## src/rtl/riscv_multicycle_core.sv

```systemverilog
// Multi-cycle RV32I-subset core: one FSM sequences fetch/decode/execute/mem/writeback over a
// single req/ready memory port. Define RISCV_MC_INSTRET_EN to add the 64-bit instret_o counter.
module riscv_multicycle_core #(
  parameter logic [31:0] RESET_PC   = 32'h0040_0000,
  parameter int          ADDR_WIDTH = 32,
  parameter int          NUM_REGS   = 32
) (
  input  logic                  clk,
  input  logic                  reset,
  output logic                  mem_req_o,
  output logic                  mem_we_o,
  output logic [ADDR_WIDTH-1:0] mem_addr_o,
  output logic [31:0]           mem_wdata_o,
  input  logic [31:0]           mem_rdata_i,
  input  logic                  mem_ready_i,
  output logic [31:0]           pc_o,
  output logic                  halted_o
`ifdef RISCV_MC_INSTRET_EN
  ,
  output logic [63:0]           instret_o
`endif
);

  localparam int RW = $clog2(NUM_REGS);

  localparam logic [2:0] S_FETCH  = 3'd0;
  localparam logic [2:0] S_DECODE = 3'd1;
  localparam logic [2:0] S_EXEC   = 3'd2;
  localparam logic [2:0] S_MEM    = 3'd3;
  localparam logic [2:0] S_WB     = 3'd4;
  localparam logic [2:0] S_TRAP   = 3'd5;

  localparam logic [6:0] OP_R   = 7'b0110011;
  localparam logic [6:0] OP_I   = 7'b0010011;
  localparam logic [6:0] OP_LD  = 7'b0000011;
  localparam logic [6:0] OP_ST  = 7'b0100011;
  localparam logic [6:0] OP_BR  = 7'b1100011;
  localparam logic [6:0] OP_JAL = 7'b1101111;
  localparam logic [6:0] OP_LUI = 7'b0110111;

  logic [2:0]  state;
  logic [31:0] pc, ir, a_q, b_q, imm_q, res_q;
  logic [31:0] regs [NUM_REGS];

  logic [6:0]  opcode, f7;
  logic [4:0]  rd, rs1, rs2;
  logic [2:0]  f3;
  logic        legal;
  logic [31:0] imm, rs1_val, rs2_val, alu_b, alu, addr_calc, next_pc, wb_val;
  logic        is_mem, is_store, is_branch, redirect;

  assign opcode = ir[6:0];
  assign rd     = ir[11:7];
  assign f3     = ir[14:12];
  assign rs1    = ir[19:15];
  assign rs2    = ir[24:20];
  assign f7     = ir[31:25];

  assign pc_o      = pc;
  assign halted_o  = (state == S_TRAP);
  assign is_store  = (opcode == OP_ST);
  assign is_mem    = (opcode == OP_LD) || is_store;
  assign is_branch = (opcode == OP_BR);

  // Registers above NUM_REGS behave like x0: read zero, writes dropped.
  always_comb begin
    rs1_val = '0;
    rs2_val = '0;
    if (rs1 != 5'd0 && int'(rs1) < NUM_REGS) rs1_val = regs[rs1[RW-1:0]];
    if (rs2 != 5'd0 && int'(rs2) < NUM_REGS) rs2_val = regs[rs2[RW-1:0]];
  end

  always_comb begin
    legal = 1'b0;
    imm   = {{20{ir[31]}}, ir[31:20]};
    case (opcode)
      OP_R:   legal = (f7 == 7'h00 && (f3 inside {3'd0, 3'd2, 3'd4, 3'd6, 3'd7})) ||
                      (f7 == 7'h20 && f3 == 3'd0);
      OP_I:   legal = f3 inside {3'd0, 3'd2, 3'd4, 3'd6, 3'd7};
      OP_LD:  legal = (f3 == 3'd2);
      OP_ST: begin
        legal = (f3 == 3'd2);
        imm   = {{20{ir[31]}}, ir[31:25], ir[11:7]};
      end
      OP_BR: begin
        legal = (f3 == 3'd0) || (f3 == 3'd1);
        imm   = {{19{ir[31]}}, ir[31], ir[7], ir[30:25], ir[11:8], 1'b0};
      end
      OP_JAL: begin
        legal = 1'b1;
        imm   = {{11{ir[31]}}, ir[31], ir[19:12], ir[20], ir[30:21], 1'b0};
      end
      OP_LUI: begin
        legal = 1'b1;
        imm   = {ir[31:12], 12'b0};
      end
      default: legal = 1'b0;
    endcase
  end

  always_comb begin
    alu_b = (opcode == OP_R) ? b_q : imm_q;
    case (f3)
      3'd0:    alu = (opcode == OP_R && f7[5]) ? a_q - alu_b : a_q + alu_b;
      3'd2:    alu = {31'b0, $signed(a_q) < $signed(alu_b)};
      3'd4:    alu = a_q ^ alu_b;
      3'd6:    alu = a_q | alu_b;
      3'd7:    alu = a_q & alu_b;
      default: alu = '0;
    endcase
    addr_calc = a_q + imm_q;
    redirect  = (opcode == OP_JAL) ||
                (is_branch && ((a_q == b_q) ^ f3[0]));
    next_pc   = redirect ? pc + imm_q : pc + 32'd4;
    wb_val    = (opcode == OP_LUI) ? imm_q :
                (opcode == OP_JAL) ? pc + 32'd4 : alu;
  end

  always_ff @(posedge clk) begin
    if (reset) begin
      state       <= S_FETCH;
      pc          <= RESET_PC;
      ir          <= '0;
      a_q         <= '0;
      b_q         <= '0;
      imm_q       <= '0;
      res_q       <= '0;
      mem_req_o   <= 1'b0;
      mem_we_o    <= 1'b0;
      mem_addr_o  <= '0;
      mem_wdata_o <= '0;
      for (int i = 0; i < NUM_REGS; i++) regs[i] <= '0;
    end else begin
      case (state)
        // Request is normally launched by the state that hands over to FETCH; only the
        // first fetch after reset has to launch it here.
        S_FETCH: begin
          if (!mem_req_o) begin
            mem_req_o  <= 1'b1;
            mem_addr_o <= pc[ADDR_WIDTH-1:0];
          end else if (mem_ready_i) begin
            ir        <= mem_rdata_i;
            mem_req_o <= 1'b0;
            state     <= S_DECODE;
          end
        end
        S_DECODE: begin
          if (!legal) state <= S_TRAP;
          else begin
            a_q   <= rs1_val;
            b_q   <= rs2_val;
            imm_q <= imm;
            state <= S_EXEC;
          end
        end
        S_EXEC: begin
          if (is_mem) begin
            if (addr_calc[1:0] != 2'b00) state <= S_TRAP;
            else begin
              pc         <= next_pc;
              mem_req_o  <= 1'b1;
              mem_we_o   <= is_store;
              mem_addr_o <= addr_calc[ADDR_WIDTH-1:0];
              if (is_store) mem_wdata_o <= b_q;
              state      <= S_MEM;
            end
          end else if (is_branch) begin
            pc         <= next_pc;
            mem_req_o  <= 1'b1;
            mem_addr_o <= next_pc[ADDR_WIDTH-1:0];
            state      <= S_FETCH;
          end else begin
            pc    <= next_pc;
            res_q <= wb_val;
            state <= S_WB;
          end
        end
        S_MEM: begin
          if (mem_ready_i) begin
            mem_we_o <= 1'b0;
            if (mem_we_o) begin
              mem_addr_o <= pc[ADDR_WIDTH-1:0];
              state      <= S_FETCH;
            end else begin
              mem_req_o <= 1'b0;
              res_q     <= mem_rdata_i;
              state     <= S_WB;
            end
          end
        end
        S_WB: begin
          if (rd != 5'd0 && int'(rd) < NUM_REGS) regs[rd[RW-1:0]] <= res_q;
          mem_req_o  <= 1'b1;
          mem_addr_o <= pc[ADDR_WIDTH-1:0];
          state      <= S_FETCH;
        end
        default: ;
      endcase
    end
  end

`ifdef RISCV_MC_INSTRET_EN
  logic retire;
  assign retire = (state == S_WB) ||
                  (state == S_MEM && mem_we_o && mem_ready_i) ||
                  (state == S_EXEC && is_branch);

  always_ff @(posedge clk) begin
    if (reset)       instret_o <= '0;
    else if (retire) instret_o <= instret_o + 64'd1;
  end
`endif

endmodule

```

## config.mk

```make
export PLATFORM = sky130hd
export DESIGN_NAME = riscv_multicycle_core
export DESIGN_NICKNAME = d
export VERILOG_FILES = /design/src/rtl/riscv_multicycle_core.sv
export SDC_FILE = /design/constraint.sdc
export NUM_CORES = 2
export LEC_CHECK = 0
export ABC_CLOCK_PERIOD_IN_PS = 3960
export BUFFER_PORTS_ARGS = -buffer_cell sky130_fd_sc_hd__buf_4
export CAP_MARGIN = 20
export CORE_UTILIZATION = 28
export CTS_BUF_LIST = sky130_fd_sc_hd__clkbuf_16
export CTS_CLUSTER_DIAMETER = 60
export DETAILED_ROUTE_END_ITERATION = 6
export SLEW_MARGIN = 20
export SYNTH_ARGS = -nofsm -noshare
export SYNTH_HDL_FRONTEND = slang
export SYNTH_SLANG_ARGS = --single-unit
```

## constraint.sdc

```tcl
create_clock -name clk -period 3.96 [get_ports clk]
set_input_delay 1.188 -clock clk [delete_from_list [all_inputs] [get_ports clk]]
set_output_delay 1.188 -clock clk [all_outputs]
set_load 0.02 [all_outputs]
```

==> impl_results.md <==
- CTS root buffer: clkbuf_16
- Vias in the first global route: 54500
- Status: finished with violations
- GP Congestion: 0.939
- Most frequent cells in the layout: edfxtp_1, and2_1, mux4_2
- Worst Path Max Fanout: 7
- CP max-delay cell: o311a_1
- Clock Path Buffers: 3
- XOR/XNOR Fraction of Synth Area: 0.0164
- Worst-skew pair later-pin latency: 0.82 ns
- Die X: 519 um
- Crit end category: flop
- Most common cell after layout, fill and taps aside: edfxtp_1
- RSZ-0062 raised after global routing: yes
- Dpl hpwl: 194 mm
- Nets: 6504
- Full die area: 269000 sq um
- # H-tree levels: 4
- Failing checks: design-rule violations, negative setup slack
- Post-synth ARST share: 0
- DRC viols: 52
- Synth-to-layout area growth: 19.7%
- Largest net degree at the start of global routing: 82
- Gr usage total: 0.205
- Site row count: 189
- Syn. warnings: 0
- Largest family of logic cells by synthesized area: multiplexers
- Measured slew at the worst slew-check pin: 1.21 ns
- CP startpoint kind: flop
- Min-delay worst type: reg -> reg
- Post-synthesis simple-gate area fraction: 0.147
- Worst EP arrival: 4.74 ns
- Layout Cells excl Fill: 9961
- Final core utilization: 0.337
- Top-area cell type share of the netlist area: 0.411
- Ys flop type: edfxtp_1
- Vias per Instance: 5.50
- Via count: 54800
- PortBufs: 133
- Register Area: 36200 sq um
- Design Area, Final: 89500 sq um
- Multi-input gate area: 37200 sq um
- Synth cell types: 99
- Critical path data required time: 4.66 ns
- Adder-cell share of the synthesized area: 0.0277
- Buf/Inv on CP: 6
- Synth top area cells: edfxtp_1, mux4_2, and2_1
- Antenna violations before repair: 21
- FMAX: 0.248 GHz
- Placed Cells: 9661
- Critical-path cell list: nand4bb_4 > nor2_4 > nand2_4 > buf_12 > buf_12 > mux2_4 > inv_4 > ha_4 > nand2b_4 > a21oi_4 > o311a_1 > buf_6 > o21ai_4 > a211oi_4 > buf_4 > nor4_4 > buf_4 > o21bai_1 > xnor2_1 > o2111ai_1 > a311oi_1
- Die height: 519 um
- CTS tree: built
- TritonCTS Buffers: 152
- Total power draw: 32.4 mW
- GRT overflow: 0
- Sequential share of the synthesized area: 0.484
- Routed wire per std cell: 28.4 um
- Pre-Repair DR Iteration Count: 7
- Minimum clock period after layout: 4.04 ns
- Initial Util: 0.282
- Setup WS post-layout: -0.0754 ns
- Slowest stage delay, CP: 0.34 ns
- Antenna Violating Nets Remaining: 0
- PD cells: 362 nW/um^2
- Fin. Hold Viols: 0
- Detailed Route Iter0 Violations: 6992
- Compound-Gate Fraction of Synth Area: 0.0800
- Global-route wire length before repair: 401 mm
- Post-synthesis mux area share: 0.211
- Clk_skew: 0.0582 ns
- EDFF count, synth: 1024
- Max Transition Viols Final: 0
- Io pins: 134
- Syn avg cell area: 12.5 sq um
- Synthesized area: 74800 sq um
- Leak: 31.5 nW
- # fillers: 26000
- Final Cycle Share: 1.02
- Layout cells sized above 1: 0.294
- Max Cap Viol: 0
- Slew Limit Headroom: 0.191
- WL final: 283 mm
- Syn Inst Count: 5970
- DP Area: 83600 sq um
- Yosys reg bits: 1295
- Cell family with most CP delay: compound AO/OA/AOI/OAI gates
- # setup viols final: 5
- Peak VDD IR: 0.000353 V
- Clk sinks: 1295
- Setup WS pre-CTS: -0.319 ns
- WS Path Type: reg -> reg
- WHS: 0.456 ns
- Clock transition at path regs: 0.07 ns
- Total core area: 265000 sq um
- Setup TNS: -0.299 ns
- Synth area leader: edfxtp_1
## worst register-to-register path: stages (launching register included)
cell	delay, ns
dfxtp_2	0.32
nand4bb_4	0.21
nor2_4	0.18
nand2_4	0.12
buf_12	0.17
buf_12	0.15
mux2_4	0.23
inv_4	0.04
ha_4	0.28
nand2b_4	0.13
a21oi_4	0.06
o311a_1	0.34
buf_6	0.14
o21ai_4	0.25
a211oi_4	0.13
buf_4	0.16
nor4_4	0.23
buf_4	0.16
o21bai_1	0.07
xnor2_1	0.17
o2111ai_1	0.13
a311oi_1	0.27
## power breakdown
group / total (mW) / internal [mW] / switching (mW)
Clock: 13.9 / 7.83 / 6.05
Combinational: 3.12 / 1.38 / 1.74
Sequential: 15.4 / 15.0 / 0.321
Total: 32.4 / 24.3 / 8.11
## final timing paths
path,slack [ns],endpoint,start,depth (start not counted)
worst min-delay path,0.46,mem_wdata_o[31]$_SDFFE_PP0P_,mem_wdata_o[31]$_SDFFE_PP0P_,2
worst max-delay path,-0.08,res_q[28]$_SDFFE_PP0P_,ir[3]$_SDFFE_PP0P_,21
worst max register to register,-0.08,res_q[28]$_SDFFE_PP0P_,ir[3]$_SDFFE_PP0P_,21
worst min register to register,0.46,mem_wdata_o[31]$_SDFFE_PP0P_,mem_wdata_o[31]$_SDFFE_PP0P_,2
## cell families after synthesis
family	after synthesis
AOI/OAI and AO/OA	911
other	1
xor gates and xnor gates	140
adders and majority gates	163
buffers and inverters	652
DFF	1295
and+or+nand+nor	2048
muxes	760
## routing by layer
layer | GRT usage | vias up | wire (um)
li1 | - | 23100 | -
met1 | 0.267 | 28100 | 111000
met2 | 0.337 | 3064 | 134000
met3 | 0.0404 | 532 | 26300
met4 | 0.0775 | 6 | 11100
met5 | 0 | - | 35
## state kept, by name (all words and copies together) (netlist names), named ones only
register,flops
state,3
b_q,32
a_q,32
mem_addr_o,32
mem_wdata_o,32
pc_o,32
ir,32
res_q,32
imm_q,32
regs,1024
mem_req_o,1
mem_we_o,1
## cells in the mapped netlist, types with 26 or more instances
cell type / n
nand2b_1: 27
mux2_2: 103
nand4_1: 36
or2_2: 36
o211ai_1: 42
mux4_2: 640
buf_2: 82
nor2_1: 354
xnor2_1: 102
ha_1: 159
a21oi_1: 304
edfxtp_1: 1024
a211oi_1: 90
clkbuf_1: 426
a21o_1: 49
nand2_1: 328
o21ai_0: 112
nor3_1: 89
and2_1: 1005
a22oi_1: 73
xor2_1: 38
inv_1: 107
dfxtp_1: 271
buf_1: 26
nand3_1: 64
## what timing repair did
item | in CTS | in global routing
cloned | 1 | 0
pin swaps | 40 | 55
hold buffers | 0 | 0
setup buffers | 16 | 12
gates resized for setup | 91 | 77
endpoints found under the setup margin | 19 | 28
## area by class of cell
| type | instances | share of cell area |
|---|---|---|
| Multi-Input combinational cell | 4054 | 0.416 |
| Sequential cell | 1295 | 0.405 |
| Timing Repair Buffer | 694 | 0.0706 |
| Tap cell | 3533 | 0.0494 |
| Clock buffer | 154 | 0.0430 |
| Clock inverter | 119 | 0.0116 |
| Inverter | 109 | 0.00465 |
| Antenna cell | 3 | 0.0000839 |
Note: power is estimated with default switching activity, not from simulation.
